===== src/rtl/corefifo_pkg.sv =====
// Shared helpers for the COREFIFO pointer controllers: pointer width rule and
// gray/binary conversion on a wide container (callers cast to their width).
package corefifo_pkg;

    localparam int CONV_W = 32;

    function automatic int ptr_width(input int addr_width);
        return addr_width + 1;
    endfunction

    function automatic logic [CONV_W-1:0] bin2gray(input logic [CONV_W-1:0] bin);
        return bin ^ (bin >> 1);
    endfunction

    // Zero-extension leaves the low bits' XOR-prefix unchanged, so any width fits.
    function automatic logic [CONV_W-1:0] gray2bin(input logic [CONV_W-1:0] gray);
        logic [CONV_W-1:0] bin;
        bin = gray;
        for (int i = 1; i < CONV_W; i++) begin
            bin = bin ^ (gray >> i);
        end
        return bin;
    endfunction

endpackage


===== src/rtl/corefifo_rd_ptr_ctrl_if.sv =====
// Read-side bundle: read request and synchronized write pointer in, memory
// control, gray read pointer and status flags out.
interface corefifo_rd_ptr_ctrl_if
    import corefifo_pkg::*;
#(
    parameter int ADDRWIDTH = 3
);
    localparam int PTRW = ptr_width(ADDRWIDTH);

    logic                 re;
    logic [PTRW-1:0]      wptr_sync_gray;
    logic [PTRW-1:0]      rptr_gray;
    logic [ADDRWIDTH-1:0] raddr;
    logic                 ren_mem;
    logic                 empty;
    logic                 almost_empty;
    logic [PTRW-1:0]      rd_count;
    logic                 data_valid;
    logic                 underflow;

    modport master (
        output re, wptr_sync_gray,
        input  rptr_gray, raddr, ren_mem, empty, almost_empty, rd_count,
               data_valid, underflow
    );

    modport slave (
        input  re, wptr_sync_gray,
        output rptr_gray, raddr, ren_mem, empty, almost_empty, rd_count,
               data_valid, underflow
    );

endinterface


===== src/rtl/corefifo_gray2bin.sv =====
// Combinational gray-to-binary converter: each binary bit is the XOR of the
// gray bits at and above its position.
module corefifo_gray2bin #(
    parameter int W = 4
) (
    input  logic [W-1:0] gray_i,
    output logic [W-1:0] bin_o
);

    for (genvar gi = 0; gi < W; gi++) begin : g_bit
        assign bin_o[gi] = ^gray_i[W-1:gi];
    end

endmodule


===== src/rtl/corefifo_rd_ptr_ctrl.sv =====
// Read-domain pointer/flag controller for the dual-clock COREFIFO. All flags
// are flops fed from the post-read pointer against the synchronized write pointer.
module corefifo_rd_ptr_ctrl
    import corefifo_pkg::*;
#(
    parameter int ADDRWIDTH = 3,
    parameter int AE_THRESH = 1
) (
    input logic                  clk,
    input logic                  srst,
    corefifo_rd_ptr_ctrl_if.slave bus
);

    localparam int PTRW = ptr_width(ADDRWIDTH);

    logic [PTRW-1:0] wbin;
    logic            rd_acc;

    logic [PTRW-1:0] rbin_q, rbin_d;
    logic [PTRW-1:0] rgray_q, rgray_d;
    logic [PTRW-1:0] count_q, count_d;
    logic            empty_q, empty_d;
    logic            ae_q, ae_d;
    logic            dv_q, dv_d;
    logic            uf_q, uf_d;

    corefifo_gray2bin #(.W(PTRW)) u_wptr_g2b (
        .gray_i (bus.wptr_sync_gray),
        .bin_o  (wbin)
    );

    always_comb begin
        rd_acc  = bus.re & ~empty_q;
        rbin_d  = rbin_q + PTRW'(rd_acc);
        rgray_d = PTRW'(bin2gray(CONV_W'(rbin_d)));
        // Level wraps modulo 2^PTRW, so a full FIFO reads back as 2^ADDRWIDTH.
        count_d = wbin - rbin_d;
        empty_d = (rbin_d == wbin);
        ae_d    = (CONV_W'(count_d) <= CONV_W'(AE_THRESH));
        dv_d    = rd_acc;
        uf_d    = bus.re & empty_q;
    end

    always_ff @(posedge clk) begin
        if (srst) begin
            rbin_q  <= '0;
            rgray_q <= '0;
            count_q <= '0;
            empty_q <= 1'b1;
            ae_q    <= 1'b1;
            dv_q    <= 1'b0;
            uf_q    <= 1'b0;
        end else begin
            rbin_q  <= rbin_d;
            rgray_q <= rgray_d;
            count_q <= count_d;
            empty_q <= empty_d;
            ae_q    <= ae_d;
            dv_q    <= dv_d;
            uf_q    <= uf_d;
        end
    end

    assign bus.rptr_gray    = rgray_q;
    assign bus.raddr        = rbin_q[ADDRWIDTH-1:0];
    assign bus.ren_mem      = rd_acc;
    assign bus.empty        = empty_q;
    assign bus.almost_empty = ae_q;
    assign bus.rd_count     = count_q;
    assign bus.data_valid   = dv_q;
    assign bus.underflow    = uf_q;

endmodule


===== src/flat_wrapper.sv =====
// flat-port wrapper written by rule: the top's interface ports become plain ports
module corefifo_rd_ptr_ctrl_flat import corefifo_pkg::*;
#(
    parameter int ADDRWIDTH = 3,
    parameter int AE_THRESH = 1
)
  (clk, srst, bus_re, bus_wptr_sync_gray, bus_rptr_gray, bus_raddr, bus_ren_mem, bus_empty, bus_almost_empty, bus_rd_count, bus_data_valid, bus_underflow);
  corefifo_rd_ptr_ctrl_if #(.ADDRWIDTH(ADDRWIDTH)) bus_i ();
  input logic clk;
  input logic srst;
  input wire logic [$bits(bus_i.re)-1:0] bus_re;
  input wire logic [$bits(bus_i.wptr_sync_gray)-1:0] bus_wptr_sync_gray;
  output wire logic [$bits(bus_i.rptr_gray)-1:0] bus_rptr_gray;
  output wire logic [$bits(bus_i.raddr)-1:0] bus_raddr;
  output wire logic [$bits(bus_i.ren_mem)-1:0] bus_ren_mem;
  output wire logic [$bits(bus_i.empty)-1:0] bus_empty;
  output wire logic [$bits(bus_i.almost_empty)-1:0] bus_almost_empty;
  output wire logic [$bits(bus_i.rd_count)-1:0] bus_rd_count;
  output wire logic [$bits(bus_i.data_valid)-1:0] bus_data_valid;
  output wire logic [$bits(bus_i.underflow)-1:0] bus_underflow;
  assign bus_i.re = bus_re;
  assign bus_i.wptr_sync_gray = bus_wptr_sync_gray;
  assign bus_rptr_gray = bus_i.rptr_gray;
  assign bus_raddr = bus_i.raddr;
  assign bus_ren_mem = bus_i.ren_mem;
  assign bus_empty = bus_i.empty;
  assign bus_almost_empty = bus_i.almost_empty;
  assign bus_rd_count = bus_i.rd_count;
  assign bus_data_valid = bus_i.data_valid;
  assign bus_underflow = bus_i.underflow;
  corefifo_rd_ptr_ctrl #(.ADDRWIDTH(ADDRWIDTH), .AE_THRESH(AE_THRESH)) u_core (.clk(clk), .srst(srst), .bus(bus_i));
endmodule

===== config.mk =====
export PLATFORM = sky130hd
export DESIGN_NAME = corefifo_rd_ptr_ctrl_flat
export DESIGN_NICKNAME = d
export VERILOG_FILES = /design/src/rtl/corefifo_pkg.sv /design/src/rtl/corefifo_rd_ptr_ctrl_if.sv /design/src/rtl/corefifo_gray2bin.sv /design/src/rtl/corefifo_rd_ptr_ctrl.sv /design/src/flat_wrapper.sv
export SDC_FILE = /design/constraint.sdc
export NUM_CORES = 1
export LEC_CHECK = 0
export CAP_MARGIN = 15
export CORE_ASPECT_RATIO = 0.8
export CORE_MARGIN = 3
export CORE_UTILIZATION = 35
export DETAILED_ROUTE_END_ITERATION = 6
export PLACE_DENSITY = 0.66
export SETUP_SLACK_MARGIN = 0.15
export SLEW_MARGIN = 20
export SYNTH_ARGS = -nofsm -noshare
export SYNTH_HDL_FRONTEND = slang
export SYNTH_HIERARCHICAL = 1
export SYNTH_SLANG_ARGS = --single-unit

===== constraint.sdc =====
create_clock -name clk -period 5.45 [get_ports clk]
set_input_delay 1.09 -clock clk [delete_from_list [all_inputs] [get_ports clk]]
set_output_delay 1.09 -clock clk [all_outputs]
set_load 0.02 [all_outputs]

==> impl_metrics.yaml, run 1 <==
placed_design:
  placed_area_um2: 905
  hpwlAfterDp_um: 924
  port-buffer-count: 22
  gp_congestion: 0.695
clocking:
  cts.clk_slew.worst_paths_ps: 80
  cts_hold_buf: 0
  clk_root_buffer_cell: "clkbuf_4"
  post_cts_buffers: 0
  clockBufferDepth: 2
  cts.sinks: 15
  htree_levels: 1
  cts_made_buffers: 3
  ctsResizeCount: 0
  cts_tree: "yes"
  clk_latency_ps: 280
critical_path:
  critPathLaunchType: "input port"
  cp.arrival_ps: 2370
  cp_slowest_stage_delay_ps: 630
  crit_slowest_cell: "clkdlybuf4s50_1"
  cp_top_family: "buffers and inverters"
  crit_chain: "clkdlybuf4s50_1 -> nor2b_1 -> clkdlybuf4s50_1"
  crit_fanout: 3
  crit_path_end_kind: "primary output"
  critPathMostFrequentCell: "clkdlybuf4s50_1"
  critPathBufInv: 2
  cp_data_required_time_ps: 4360
  criticalPathCategory: "in2out"
global_routing:
  gr-usage-met3: 0.0693
  gr-usage-met1: 0.128
  met2_usage: 0.156
  grt_pass1_vias: 442
  overflow: 0
  antenna_found_initial: 0
  grt_start_max_net_pins: 15
  busiest_layer: "met2"
  grt_pass1_wl_mm: 1.81
  groute.usage.overall: 0.109
timing:
  worst_slew_pin_slew_ps: 487
  period_minus_slack_ps: 3460
  fin_crit_sh: 0.635
  setup_violations: 0
  report.final.slew_viol_count: 0
  fin_skew_ps: 2.42
  hold_violations: 0
  fmax_mhz: 289
  rsz0062_at_grt: "no"
  finalSetupTns_ps: 0
  max-slew-margin-rel: 0.674
synth:
  syn-cell-area_um2: 668
  post_synth.cell_area_avg_um2: 9.83
  synth_seq_area_share: 0.449
  synth_cell_types: 24
  synth_fp_nets: 79
  yosysWarnings: 6
  synth_seq_cells: 15
  syn_inst: 68
routing:
  routed_wl_mm: 1.15
  drc: 0
  vias: 511
  postRouteAntennaNets: 0
  first_iter_violations: 4
  wl_per_cell_um: 10.1
  via_per_inst: 4.48
  drt_pre_antenna_iters: 3
floorplanning:
  die_h_um: 45.1
  initial_core_util: 0.391
  die_area_mm2: 0.00247
  die_w_um: 54.9
  fp-row-count: 13
  coreArea_mm2: 0.00171
  io_pins: 23
hold_path:
  hold_class: "reg2reg"
power:
  comb_power_share: 0.307
  p_seq_frac: 0.465
  vdd_ir_drop_max_v: 0.000173
  power_frac_clock: 0.229
  switching_share: 0.289
  power.density_mw_per_mm2: 286
  p_leak_nw: 0.379
  p_sw_mw: 0.0768
  power.internal_mw: 0.189
final_layout:
  layout.nets: 104
  drive_gt1_frac: 0.0761
  nFillCells: 173
  antennaDiodeCount: 0
  stdcell_area_um2: 931
  area_growth_pct: 39.3
run:
  cap_violations: 0
run_status:
  status: "finished, final reports clean"
## power groups by stage
stage | combinational [mW] | clock, mW | sequential (mW)
floorplan | 0.0362 | 0 | 0.140
global placement | 0.0819 | 0 | 0.126
detailed placement | 0.0822 | 0 | 0.126
CTS | 0.0825 | 0.0652 | 0.124
global route | 0.0900 | 0.0703 | 0.124
finish | 0.0815 | 0.0608 | 0.123
## registers in the layout (all words and copies together), names as in the netlist
| register | count |
|---|---|
| u_core/bus.rd_count | 4 |
| u_core/rbin_q | 4 |
| u_core/bus.rptr_gray | 3 |
| u_core/bus.almost_empty | 1 |
| u_core/bus.data_valid | 1 |
| u_core/bus.empty | 1 |
| u_core/bus.underflow | 1 |
## worst register-to-register path: stages, from the launching register on
cell and delay (ps):
dfxtp_1 360, nor2b_1 70, ha_1 210, ha_1 390
xnor2_1 180, ha_1 210, nor2_1 130, xnor2_1 100
a41o_1 210
## final cells by class
type / count / area [µm²] / area share
clock buffer: 4 / 26.3 / 0.0282
inverter: 4 / 15.0 / 0.0161
multi-input combinational: 47 / 342 / 0.367
tap: 22 / 27.5 / 0.0296
sequential: 15 / 300 / 0.323
timing repair buffer: 22 / 220 / 0.237
## metrics by stage
step	total power, mW	hold WS [ps]	instances	utilization	worst slack (ps)
after floorplan	0.176	576	68	-	2550
after global placement	0.208	462	110	0.530	2010
after detailed placement	0.209	461	110	0.530	1980
after CTS	0.271	473	114	0.545	1970
after global routing	0.285	488	114	0.545	1930
final	0.266	465	114	0.545	1990
## routing by layer
metal,vias up,routed length [µm]
met2,21,474
met1,216,549
met4,0,17
li1,272,-
met5,-,0
met3,2,111
## synth_stat cells
master,n,share of area
dfxtp_1,15,0.45
xnor2_1,8,0.10
nor2_1,7,0.039
ha_1,4,0.075
inv_1,4,0.022
nor2b_1,4,0.037
a21oi_1,3,0.022
nand2_1,3,0.017
nand3_1,3,0.022
xor2_1,3,0.039
a21o_1,1,0.011
a41o_1,1,0.015
and3_1,1,0.0094
and3_2,1,0.011
buf_4,1,0.011
clkbuf_1,1,0.0056
nand2b_1,1,0.0094
nor3_1,1,0.0075
nor3b_1,1,0.011
o21ai_0,1,0.0075
o221ai_1,1,0.013
or2_2,1,0.0094
xnor2_2,1,0.024
xor2_2,1,0.024
## worst paths after layout
check | start | endpoint | slack [ps] | cells after the start
setup reg to reg | u_core/bus.empty | u_core/bus.almost_empty | 3480 | 8
setup / recovery | bus_re | bus_ren_mem | 1990 | 3
hold / removal | u_core/bus.empty | u_core/bus.data_valid | 470 | 1
hold reg to reg | u_core/bus.empty | u_core/bus.data_valid | 470 | 1
## cells by family (layout without fill, tap and decap cells)
logic type / Yosys count / count (layout) / synth area share
buffers and inverters: 6 / 30 / 0.0393
adder cells (fa/ha/maj): 4 / 4 / 0.0749
XOR/XNOR: 13 / 13 / 0.193
AND/OR/NAND/NOR: 23 / 23 / 0.174
AO/OA/AOI/OAI: 7 / 7 / 0.0693
flip-flops: 15 / 15 / 0.449
## cells in the final DEF, fill, tap and decap left out, drive strengths merged
master | synthesis | final
a21o | 1 | 1
xor2 | 4 | 4
nor3 | 1 | 1
inv | 4 | 4
nor2b | 4 | 4
or2 | 1 | 1
a21oi | 3 | 3
dfxtp | 15 | 15
clkdlybuf4s50 | 0 | 22
nand3 | 3 | 3
xnor2 | 9 | 9
ha | 4 | 4
nor2 | 7 | 7
o21ai | 1 | 1
and3 | 2 | 2
clkbuf | 1 | 4
o221ai | 1 | 1
nor3b | 1 | 1
a41o | 1 | 1
nand2 | 3 | 3
nand2b | 1 | 1
Note: power is estimated with default switching activity, not from simulation.
==> run 2: changes to the inputs <==
==> constraint.sdc (replaced) <==
create_clock -name clk -period 3.3 [get_ports clk]
set_input_delay 0.66 -clock clk [delete_from_list [all_inputs] [get_ports clk]]
set_output_delay 0.66 -clock clk [all_outputs]
set_load 0.02 [all_outputs]
==> run 2 against run 1 <==
  * Design area is 0.13% higher
  * Clock skew is 2.6 ps higher
  * Clock power is 71% higher
  * Wire length is 4.3% higher
  * Register-to-register slack worse by 2200 ps
  * Hold slack better by 15 ps
==> impl_metrics.yaml, run 2 (synthesized netlist as in run 1, its figures left out) <==
run_status:
  status: "finished, final reports clean"
floorplanning:
  initial_core_util: 0.391
  die_area_mm2: 0.00247
  coreArea_mm2: 0.00171
  die_w_um: 54.9
  io_pins: 23
  die_h_um: 45.1
  fp-row-count: 13
power:
  p_seq_frac: 0.460
  switching_share: 0.301
  p_sw_mw: 0.134
  comb_power_share: 0.306
  power.internal_mw: 0.311
  power_frac_clock: 0.234
  p_leak_nw: 0.382
  power.density_mw_per_mm2: 477
  vdd_ir_drop_max_v: 0.000239
  power_mw: 0.444
run:
  cap_violations: 0
timing:
  whs_ps: 480
  worst_slew_pin_slew_ps: 491
  hold_violations: 0
  report.final.slew_viol_count: 0
  setup_slack_ps: 674
  fin_crit_sh: 0.796
  setup_violations: 0
  finalSetupTns_ps: 0
  max-slew-margin-rel: 0.671
  rsz0062_at_grt: "no"
  period_minus_slack_ps: 2630
  fin_skew_ps: 5.04
  fmax_mhz: 381
clocking:
  clk_latency_ps: 280
  htree_levels: 1
  post_cts_buffers: 0
  cts_hold_buf: 0
  ctsResizeCount: 0
  cts.clk_slew.worst_paths_ps: 90
  cts_made_buffers: 3
  clk_root_buffer_cell: "clkbuf_4"
  cts_tree: "yes"
  cts.sinks: 15
  clockBufferDepth: 2
critical_path:
  cp_slowest_stage_delay_ps: 630
  crit_path_end_kind: "primary output"
  criticalPathCategory: "in2out"
  crit_fanout: 3
  cp.arrival_ps: 1970
  crit_slowest_cell: "clkdlybuf4s50_1"
  cp_data_required_time_ps: 2640
  critPathMostFrequentCell: "clkdlybuf4s50_1"
  critPathLaunchType: "input port"
  crit_start: "bus_re"
  crit_chain: "clkdlybuf4s50_1 -> nor2b_1 -> clkdlybuf4s50_1"
  rr_startpoint: "u_core/bus.empty"
global_routing:
  antenna_found_initial: 0
  overflow: 0
  groute.usage.overall: 0.111
  grt_pass1_wl_mm: 1.87
  grt_start_max_net_pins: 15
  grt_pass1_vias: 438
hold_path:
  min_from: "u_core/bus.empty"
  hold_class: "reg2reg"
routing:
  drc: 0
  postRouteAntennaNets: 0
  routed_wl_mm: 1.20
  via_per_inst: 4.61
  drt_pre_antenna_iters: 4
  wl_per_cell_um: 10.5
  first_iter_violations: 4
  vias: 525
placed_design:
  gp_congestion: 0.777
  hpwlAfterDp_um: 947
  port-buffer-count: 22
  placed_area_um2: 905
  place_ws_ps: 464
final_layout:
  layout.nets: 104
  final_cell_mix: "clkdlybuf4s50_1 (22), dfxtp_1 (15), xnor2_1 (8), nor2_1 (7)"
  drive_gt1_frac: 0.0870
  area_growth_pct: 39.5
  stdcell_area_um2: 932
  antennaDiodeCount: 0
  final_common_cell: "clkdlybuf4s50_1"
==> run 2: per-layer routing <==
layer	track usage	wire, µm	vias to the layer above
met5	0	0	-
met4	0.0597	17	0
met3	0.0594	126	2
met2	0.165	535	21
met1	0.128	523	233
li1	-	-	269
==> run 2: area by class of cell <==
class / count / area (µm²)
well taps: 22 / 27.5
clock buffers: 3 / 22.5
flip-flops and latches: 15 / 300
repair buffers: 22 / 220
fillers: 177 / 776
clock inverters: 1 / 5.00
multi-input cells: 47 / 342
inverters: 4 / 15.0
==> run 2: path summary, 6_finish.rpt <==
check	depth (start not counted)	slack, ps	endpoint
worst max-delay path	3	670	bus_ren_mem
worst min-delay path	1	480	u_core/bus.data_valid
worst max register to register	8	1290	u_core/bus.almost_empty
worst min register to register	1	480	u_core/bus.data_valid
==> run 2: critical path: cells and delay by family <==
kind | cells | cell delay [ps]
buf+inv | 2 | 1120
simple gates | 1 | 190
==> run 2: through the flow <==
step / util / instances
after floorplan: - / 68
after global placement: 0.530 / 110
after detailed placement: 0.530 / 110
after CTS: 0.546 / 114
after global routing: 0.546 / 114
final: 0.546 / 114
==> run 2: power by group through the flow <==
| stage | Sequential (mW) | Clock [mW] | Combinational [mW] |
|---|---|---|---|
| finish | 0.204 | 0.104 | 0.136 |
| global route | 0.206 | 0.115 | 0.149 |
| CTS | 0.205 | 0.109 | 0.138 |
| detailed placement | 0.209 | 0 | 0.137 |
| global placement | 0.208 | 0 | 0.135 |
| floorplan | 0.231 | 0 | 0.0599 |
==> run 3: changes to the inputs <==
--- a/config.mk
+++ b/config.mk
@@ -10,7 +10,7 @@
 export CORE_MARGIN = 3
 export CORE_UTILIZATION = 35
 export DETAILED_ROUTE_END_ITERATION = 6
-export PLACE_DENSITY = 0.66
+export PLACE_DENSITY = 0.69
 export SETUP_SLACK_MARGIN = 0.15
 export SLEW_MARGIN = 20
 export SYNTH_ARGS = -nofsm -noshare
==> constraint.sdc (replaced) <==
create_clock -name clk -period 2.2 [get_ports clk]
set_input_delay 0.44 -clock clk [delete_from_list [all_inputs] [get_ports clk]]
set_output_delay 0.44 -clock clk [all_outputs]
set_load 0.02 [all_outputs]
==> run 3 against run 2 <==
  * Hold slack gained 41 ps
  * Clock skew fell by 1.1 ps
  * Final cell count increased by 9.6%
  * Die area stayed put
  * Non-clock buffer count grew 11
  * Count of clock-buffer cells in the layout increased by 1
  * Core utilization rose by 12 points
  * Critical endpoint is now u_core/bus.almost_empty
  * Largest power group unchanged
  * Highest routed layer unchanged
==> impl_metrics.yaml, run 3 (synthesized netlist as in run 1, its figures left out) <==
timing:
  fin_skew_ps: 3.94
  setup_violations: 0
  whs_ps: 521
  worst_slew_pin_slew_ps: 482
  hold_violations: 0
  setup_slack_ps: 185
  rsz0062_at_grt: "no"
  max-slew-margin-rel: 0.678
  period_minus_slack_ps: 2010
  fin_crit_sh: 0.916
  fmax_mhz: 496
  finalSetupTns_ps: 0
  report.final.slew_viol_count: 0
final_layout:
  drive_gt1_frac: 0.291
  postLayoutCoreUtil: 0.662
  antennaDiodeCount: 0
  area_growth_pct: 69.3
  multi_input_area_um2: 455
  layout.nets: 115
  nFillCells: 133
  final_common_cell: "clkdlybuf4s50_1"
  stdcell_area_mm2: 0.00113
  final_cell_mix: "clkdlybuf4s50_1 (19), dfxtp_1 (15), buf_4 (11), nor2_1 (6), xnor2_1 (5)"
  fin_cells: 125
  ff_latch_area_um2: 300
critical_path:
  crit_slowest_cell: "clkdlybuf4s50_1"
  r2r-end: "u_core/bus.almost_empty"
  rr_startpoint: "u_core/bus.empty"
  criticalPathCategory: "in2reg"
  cp.arrival_ps: 2190
  r2r_slack_ps: 460
  critPathMostFrequentCell: "ha_4"
  cp_slowest_stage_delay_ps: 480
  crit_fanout: 4
  reg2reg_depth: 8
  crit_path_end_kind: "register"
  cp_data_required_time_ps: 2370
  critPathBufInv: 1
  cp_top_family: "adder cells"
  crit_chain: "clkdlybuf4s50_1 -> nor2b_4 -> ha_4 -> ha_4 -> xnor2_4 -> ha_4 -> nor2_4 -> xnor2_2 -> a41o_1"
  critPathLaunchType: "input port"
  cp_num_cells: 9
clocking:
  cts.sinks: 15
  clk_root_buffer_cell: "clkbuf_4"
  cts_tree: "yes"
  clockBufferDepth: 2
  htree_levels: 1
  cts.clk_slew.worst_paths_ps: 80
  cts_hold_buf: 0
  cts_made_buffers: 3
  clk_latency_ps: 270
hold_path:
  holdPathEnd: "u_core/bus.data_valid"
  min_from: "u_core/bus.empty"
  hold_class: "reg2reg"
  whs_path_depth: 1
routing:
  postRouteAntennaNets: 0
  drc: 0
  first_iter_violations: 11
  vias: 570
  wl_per_cell_um: 11.0
  routed_wl_mm: 1.38
  drt_pre_antenna_iters: 3
  via_per_inst: 4.56
placed_design:
  place_ws_ps: -269
  hpwlAfterDp_mm: 1.03
  port-buffer-count: 22
  gp_congestion: 0.757
  placed_cells: 121
  placed_area_um2: 995
power:
  power.internal_mw: 0.513
  power_mw: 0.734
  comb_power_share: 0.374
  vdd_ir_drop_max_v: 0.000316
  p_seq_frac: 0.420
  switching_share: 0.301
  p_sw_mw: 0.221
  power.density_mw_per_mm2: 649
  p_leak_nw: 0.480
  power_frac_clock: 0.206
run:
  cap_violations: 0
floorplanning:
  die_area_mm2: 0.00247
  die_w_um: 54.9
  io_pins: 23
  coreArea_mm2: 0.00171
  fp-row-count: 13
  die_h_um: 45.1
  initial_core_util: 0.391
global_routing:
  overflow: 0
  grt_pass1_vias: 518
  groute.usage.overall: 0.123
  grt_pass1_wl_mm: 2.08
  antenna_found_initial: 0
  grt_start_max_net_pins: 15
run_status:
  status: "finished, final reports clean"
run 3: cell types whose count changed in the layout (fill, tap and decap cells not counted), sizes merged:
cell,before,now
clkbuf,3,4
clkdlybuf4s50,22,19
dlygate4sd2,0,1
dlymetal6s2s,0,2
clkinv,1,0
buf,0,11
run 3: worst max path at each step:
stage          slack, ps                       to                  start
5_1_grt              130  u_core/bus.almost_empty                 bus_re
4_1_cts              100  u_core/bus.almost_empty  bus_wptr_sync_gray[3]
2_1_floorplan        160  u_core/bus.almost_empty       u_core/bus.empty
6_report             190  u_core/bus.almost_empty                 bus_re
3_3_place_gp        -220  u_core/bus.almost_empty                 bus_re
3_5_place_dp        -270  u_core/bus.almost_empty                 bus_re
run 3: cell type report:
class                           instances  area share
Clock buffer                            4      0.0232
Inverter                                4      0.0133
Multi-Input combinational cell         47       0.403
Sequential cell                        15       0.265
Tap cell                               22      0.0243
Timing Repair Buffer                   33       0.271
run 3: repair_timing:
action	4_1_cts	5_1_grt
resized for setup	3	16
setup endpoints to repair	3	3
pin swaps	1	6
buffers inserted	0	0
run 3: worst reg2reg max path, delay by kind of cell, from the launching register on:
kind | cells | cell delay [ps]
xor gates and xnor gates | 2 | 270
and+or+nand+nor | 2 | 110
adders and majority gates | 3 | 650
DFF | 1 | 410
AOI/OAI and AO/OA | 1 | 210
run 3: power by group through the flow:
stage                     clock network, mW  registers, mW  logic [mW]
final                                 0.151          0.308       0.275
after CTS                             0.156          0.308       0.227
after floorplan                           0          0.348      0.0911
after global routing                  0.167          0.311       0.296
after detailed placement                  0          0.314       0.226
after global placement                    0          0.313       0.222
run 3: routing by layer:
metal  wire length, µm  part of all wire  GRT usage
met1               577              0.42      0.141
met3               107             0.077     0.0396
met2               680              0.49      0.196
met5                 0                 0          0
met4                17             0.012     0.0746
